$ cat src/rtl/cpu_pkg.sv
// Shared pipeline types and constants for destination tracking and hazard detection.
package cpu_pkg;

    localparam int REG_W = 5;
    localparam logic [REG_W-1:0] ZERO_REG = 5'd31;

    typedef struct packed {
        logic [4:0] rd;
        logic       wren;
        logic       memrd;
    } stage_dst_t;

    localparam stage_dst_t BUBBLE = '{rd: 5'd0, wren: 1'b0, memrd: 1'b0};

    // X31 is hardwired zero, so a write to it is dropped before it can act as a producer.
    function automatic stage_dst_t captureDst(input logic [REG_W-1:0] rd,
                                              input logic wren,
                                              input logic memrd);
        stage_dst_t d;
        d.rd    = rd;
        d.wren  = wren && (rd != ZERO_REG);
        d.memrd = memrd && d.wren;
        return d;
    endfunction

endpackage

$ cat src/rtl/hazard_detect.sv
// Load-use hazard check: a load still in EX cannot forward to the instruction now in ID.
module hazard_detect
    import cpu_pkg::*;
(
    input  logic [REG_W-1:0] exRd,
    input  logic             exWren,
    input  logic             exMemrd,
    input  logic [REG_W-1:0] idRn,
    input  logic [REG_W-1:0] idRm,
    input  logic             idUseRn,
    input  logic             idUseRm,
    output logic             stall
);

    logic rnHit;
    logic rmHit;

    // exWren already excludes the zero register, so no separate X31 test is needed.
    assign rnHit = idUseRn && (idRn == exRd);
    assign rmHit = idUseRm && (idRm == exRd);
    assign stall = exMemrd && exWren && (rnHit || rmHit);

endmodule

$ cat src/rtl/dest_track_unit.sv
// Tracks destination/write-enable/load of in-flight instructions through EX, MEM, WB for forwarding.
module dest_track_unit
    import cpu_pkg::*;
#(
    parameter int CNT_W = 16
) (
    input  logic             clk,
    input  logic             reset_n,
    input  logic [REG_W-1:0] id_rd,
    input  logic             id_wren,
    input  logic             id_memrd,
    input  logic [REG_W-1:0] id_rn,
    input  logic [REG_W-1:0] id_rm,
    input  logic             id_use_rn,
    input  logic             id_use_rm,
    input  logic             flush,
    output logic [REG_W-1:0] ex_rd,
    output logic             ex_wren,
    output logic [REG_W-1:0] mem_rd,
    output logic             mem_wren,
    output logic [REG_W-1:0] wb_rd,
    output logic             wb_wren,
    output logic             stall,
    output logic [CNT_W-1:0] stall_cnt
);

    stage_dst_t exReg;
    stage_dst_t memReg;
    stage_dst_t wbReg;
    stage_dst_t exNext;
    logic [CNT_W-1:0] stallCntReg;
    logic [CNT_W-1:0] stallCntNext;

    hazard_detect uHazard (
        .exRd    (exReg.rd),
        .exWren  (exReg.wren),
        .exMemrd (exReg.memrd),
        .idRn    (id_rn),
        .idRm    (id_rm),
        .idUseRn (id_use_rn),
        .idUseRm (id_use_rm),
        .stall   (stall)
    );

    // Flush wins over stall; both inject a bubble into EX.
    always_comb begin
        exNext = captureDst(id_rd, id_wren, id_memrd);
        if (flush || stall) begin
            exNext = BUBBLE;
        end
    end

    always_comb begin
        stallCntNext = stallCntReg;
        if (stall && !flush && (stallCntReg != {CNT_W{1'b1}})) begin
            stallCntNext = stallCntReg + CNT_W'(1);
        end
    end

    always_ff @(posedge clk or negedge reset_n) begin
        if (!reset_n) begin
            exReg       <= BUBBLE;
            memReg      <= BUBBLE;
            wbReg       <= BUBBLE;
            stallCntReg <= '0;
        end else begin
            exReg       <= exNext;
            memReg      <= exReg;
            wbReg       <= memReg;
            stallCntReg <= stallCntNext;
        end
    end

    assign ex_rd     = exReg.rd;
    assign ex_wren   = exReg.wren;
    assign mem_rd    = memReg.rd;
    assign mem_wren  = memReg.wren;
    assign wb_rd     = wbReg.rd;
    assign wb_wren   = wbReg.wren;
    assign stall_cnt = stallCntReg;

endmodule

$ cat config.mk
export PLATFORM = sky130hd
export DESIGN_NAME = dest_track_unit
export DESIGN_NICKNAME = d
export VERILOG_FILES = /design/src/rtl/cpu_pkg.sv /design/src/rtl/hazard_detect.sv /design/src/rtl/dest_track_unit.sv
export SDC_FILE = /design/constraint.sdc
export NUM_CORES = 1
export LEC_CHECK = 0
export CORE_MARGIN = 10
export CORE_UTILIZATION = 39
export DETAILED_ROUTE_END_ITERATION = 8
export PLACE_DENSITY = 0.75
export RECOVER_POWER = 100
export SYNTH_ARGS = -nofsm -noshare
export SYNTH_HDL_FRONTEND = slang
export SYNTH_SLANG_ARGS = --single-unit
$ cat constraint.sdc
create_clock -name clk -period 2.1 [get_ports clk]
set_clock_uncertainty 0.15 [all_clocks]
set_input_delay 0.63 -clock clk [delete_from_list [all_inputs] [get_ports clk]]
set_output_delay 0.63 -clock clk [all_outputs]
set_load 0.02 [all_outputs]
==> results.py <==
metrics = {
    "timing": {
        "rsz0062_at_grt": "yes",
        "setup_viol": 1,
        "drv_slew": 0,
        "fmax_mhz": 449,
        "hold_slack_ns": 0.228,
        "setup_ws_ns": -0.129,
        "hold_viol_final": 0,
        "period_needed_ns": 2.23,
        "finalCritPeriodShare": 1.06,
        "worst_pin_slew_ns": 0.428,
        "slew_headroom": 0.714,
    },
    "setup_path": {
        "cpPeakStageDelay_ns": 0.20,
        "critPathCaptureType": "output pin",
        "cpMaxStageDelayCell": "clkdlybuf4s15_2",
        "reg2reg_from": "ex_rd[1]",
        "criticalPathCategory": "primary input to output pin",
        "cp.required_ns": 1.32,
        "r2r-end": "stall_cnt[1]",
        "worstPathArrival_ns": 1.45,
        "cp_top_family": "buffers and inverters",
        "path_cells": "clkdlybuf4s15_2 -> xnor2_2 -> nand4_1 -> o22ai_4 -> buf_6",
        "ff2ff_setup_slack_ns": 0.13,
        "cp_max_fo": 2,
        "r2r_cells": 7,
        "start_kind": "primary input",
        "critical_path_buf_inv_count": 2,
    },
    "synth": {
        "yosys_warnings": 0,
        "synth.distinct_cells": 22,
        "yosysMostFrequentCell": "dfrtp_1",
        "syn-num-nets": 142,
        "yosysTopAreaCell": "dfrtp_1",
        "synth_area_per_cell_um2": 12.8,
        "synth_commonest_cells": "dfrtp_1 (35), xnor2_1 (25), nand3_1 (10), nand4_1 (8), and2_1 (7)",
        "synthTopCellsByArea": "dfrtp_1 (57%), xnor2_1 (14%), nand3_1 (3.3%)",
        "postSynthCellCount": 119,
        "synth_area_um2": 1520,
        "synth-main-ff-cell": "dfrtp_1",
        "ys_async_sr_fraction": 1.00,
        "ys_ff_latch": 35,
        "synth_top_area_share": 0.575,
        "seq_area_frac_synth": 0.575,
        "synth_edf_count": 0,
    },
    "power": {
        "power_per_cell_area_nw_per_um2": 600,
        "power.total_mw": 1.39,
        "leakagePower_nw": 1.10,
        "vdd_drop_max_uv": 419,
    },
    "final_layout": {
        "layout-drive-gt1-share": 0.255,
        "syn2layout_area_growth_pct": 51.5,
        "insertedDiodeCount": 0,
        "final_net_count": 218,
        "finalNonFillerCells": 244,
        "fill_cells": 305,
    },
    "global_routing": {
        "grt_pass1_wl_mm": 6.53,
        "grt_pass1_vias": 1289,
        "grt.overflow.total": 0,
        "grt_usage": 0.129,
        "grt_start_max_net_pins": 36,
        "antenna_found_initial": 0,
    },
    "cts": {
        "cts_buffers": 5,
        "clk_pin_slew_worst_paths_ns": 0.06,
        "h-tree-depth": 2,
        "cts_hold_buf": 0,
        "clkSinkCount": 35,
        "cts.path.max_buffers": 2,
        "cts_tree": "yes",
        "ctsRootBufferMaster": "clkbuf_8",
        "clk_latency_ns": 0.28,
    },
    "placed_design": {
        "dp_cells": 234,
        "place.detailed.hpwl_mm": 3.09,
        "place_congestion": 0.744,
        "io_buffers": 56,
    },
    "floorplan": {
        "rows": 22,
        "die_w_um": 82.5,
        "die_area_um2": 6810,
        "core_area_um2": 3720,
        "start_util": 0.410,
        "io_pins": 57,
        "fp.dieH_um": 82.5,
    },
    "detailed_routing": {
        "top_layer": "met4",
        "wl_per_cell_um": 16.3,
        "wirelength_mm": 3.97,
        "wl_met2_mm": 2.29,
        "first_pass_iters": 5,
        "num_vias": 1166,
        "ant_nets": 0,
        "viasPerCell": 4.78,
        "routed-wl-met3_um": 213,
        "drc": 0,
        "met1_length_mm": 1.36,
        "drt_iter0_drc": 53,
    },
    "outcome": {
        "violations": "setup timing",
        "outcome": "finished with violations",
    },
    "worst_hold_path": {
        "min_to": "wb_rd[3]",
        "hold_depth": 0,
        "min_path_type": "flop to flop",
        "min_from": "mem_rd[3]",
    },
    "job": {
        "cap_violations": 0,
    },
}
-- per-layer routing --
layer / vias to the layer above / GRT usage
met5: - / 0
met4: 0 / 0.0702
met3: 9 / 0.0335
met2: 30 / 0.243
met1: 560 / 0.126
li1: 567 / -
-- worst max-delay path by stage --
| stage | from | to | cells past startpoint |
|---|---|---|---|
| floorplan | id_rm[3] | stall | 4 |
| global placement | id_rm[3] | stall | 5 |
| detailed placement | id_rm[3] | stall | 5 |
| CTS | ex_rd[1] | stall | 4 |
| global route | id_rn[1] | stall | 5 |
| finish | id_rn[1] | stall | 5 |
-- cells in the final DEF, fill, tap and decap left out --
cell	count
nand3_2	5
dfrtp_1	33
mux2_1	1
xnor2_2	3
o21ai_0	1
nand4_2	2
dfrtp_2	2
buf_4	14
ha_1	1
dlymetal6s2s_1	2
buf_2	8
nand2_2	1
and2_1	7
a21oi_4	1
and3_1	3
and3_4	1
o22ai_4	1
clkbuf_8	7
nor3_1	4
buf_6	2
dlygate4sd2_1	19
nand4_1	8
nand2_1	4
clkbuf_1	1
clkdlybuf4s15_2	2
nand3_1	10
xnor2_1	22
clkdlybuf4s15_1	1
and4_1	1
nor4_4	1
clkdlybuf4s50_1	23
nor4_1	1
nor2_1	4
-- area by class of cell --
type	instances	area [µm²]	share of cell area
clock buffer	8	100	0.0434
multi-input combinational	82	648	0.281
sequential	35	878	0.380
tap	48	60.1	0.0260
timing repair buffer	71	622	0.269
-- kinds of logic (layout without fill, tap and decap cells) --
kind of cell / after synthesis / after routing / share of synthesized area
AO/OA/AOI/OAI: 3 / 3 / 0.0271
XOR/XNOR: 25 / 25 / 0.144
adder cells (fa/ha/maj): 1 / 1 / 0.00821
buffers and inverters: 2 / 79 / 0.0148
flip-flops: 35 / 35 / 0.575
multiplexers: 1 / 1 / 0.00739
AND/OR/NAND/NOR: 52 / 52 / 0.224
-- state kept, by name, indices dropped and copies added, names as in the netlist --
name and cells:
exReg 1, ex_wren 1, ex_rd 5, wb_wren 1
stall_cnt 16, mem_rd 5, wb_rd 5, mem_wren 1
-- report_power, final --
part / internal (mW) / switching, mW / total, mW
Sequential: 0.694 / 0.0153 / 0.709
Combinational: 0.0847 / 0.0746 / 0.159
Clock: 0.299 / 0.218 / 0.517
Total: 1.08 / 0.308 / 1.39
-- through the flow --
stage                     setup TNS [ns]  instance area, µm²  utilization  worst slack [ns]
after detailed placement           -8.83                2230        0.599            -0.948
after floorplan                  -0.0692                1530            -           -0.0692
after CTS                         -0.149                2270        0.612            -0.149
final                             -0.129                2310        0.621            -0.129
after global placement             -8.00                2230        0.599            -0.935
after global routing              -0.197                2310        0.621            -0.197
-- timing repair --
action	4_1_cts	5_1_grt
resized for setup	64	6
pin swaps	15	4
setup endpoints to repair	41	3
gates cloned	0	0
setup buffers	0	2
Note: power is estimated with default switching activity, not from simulation.
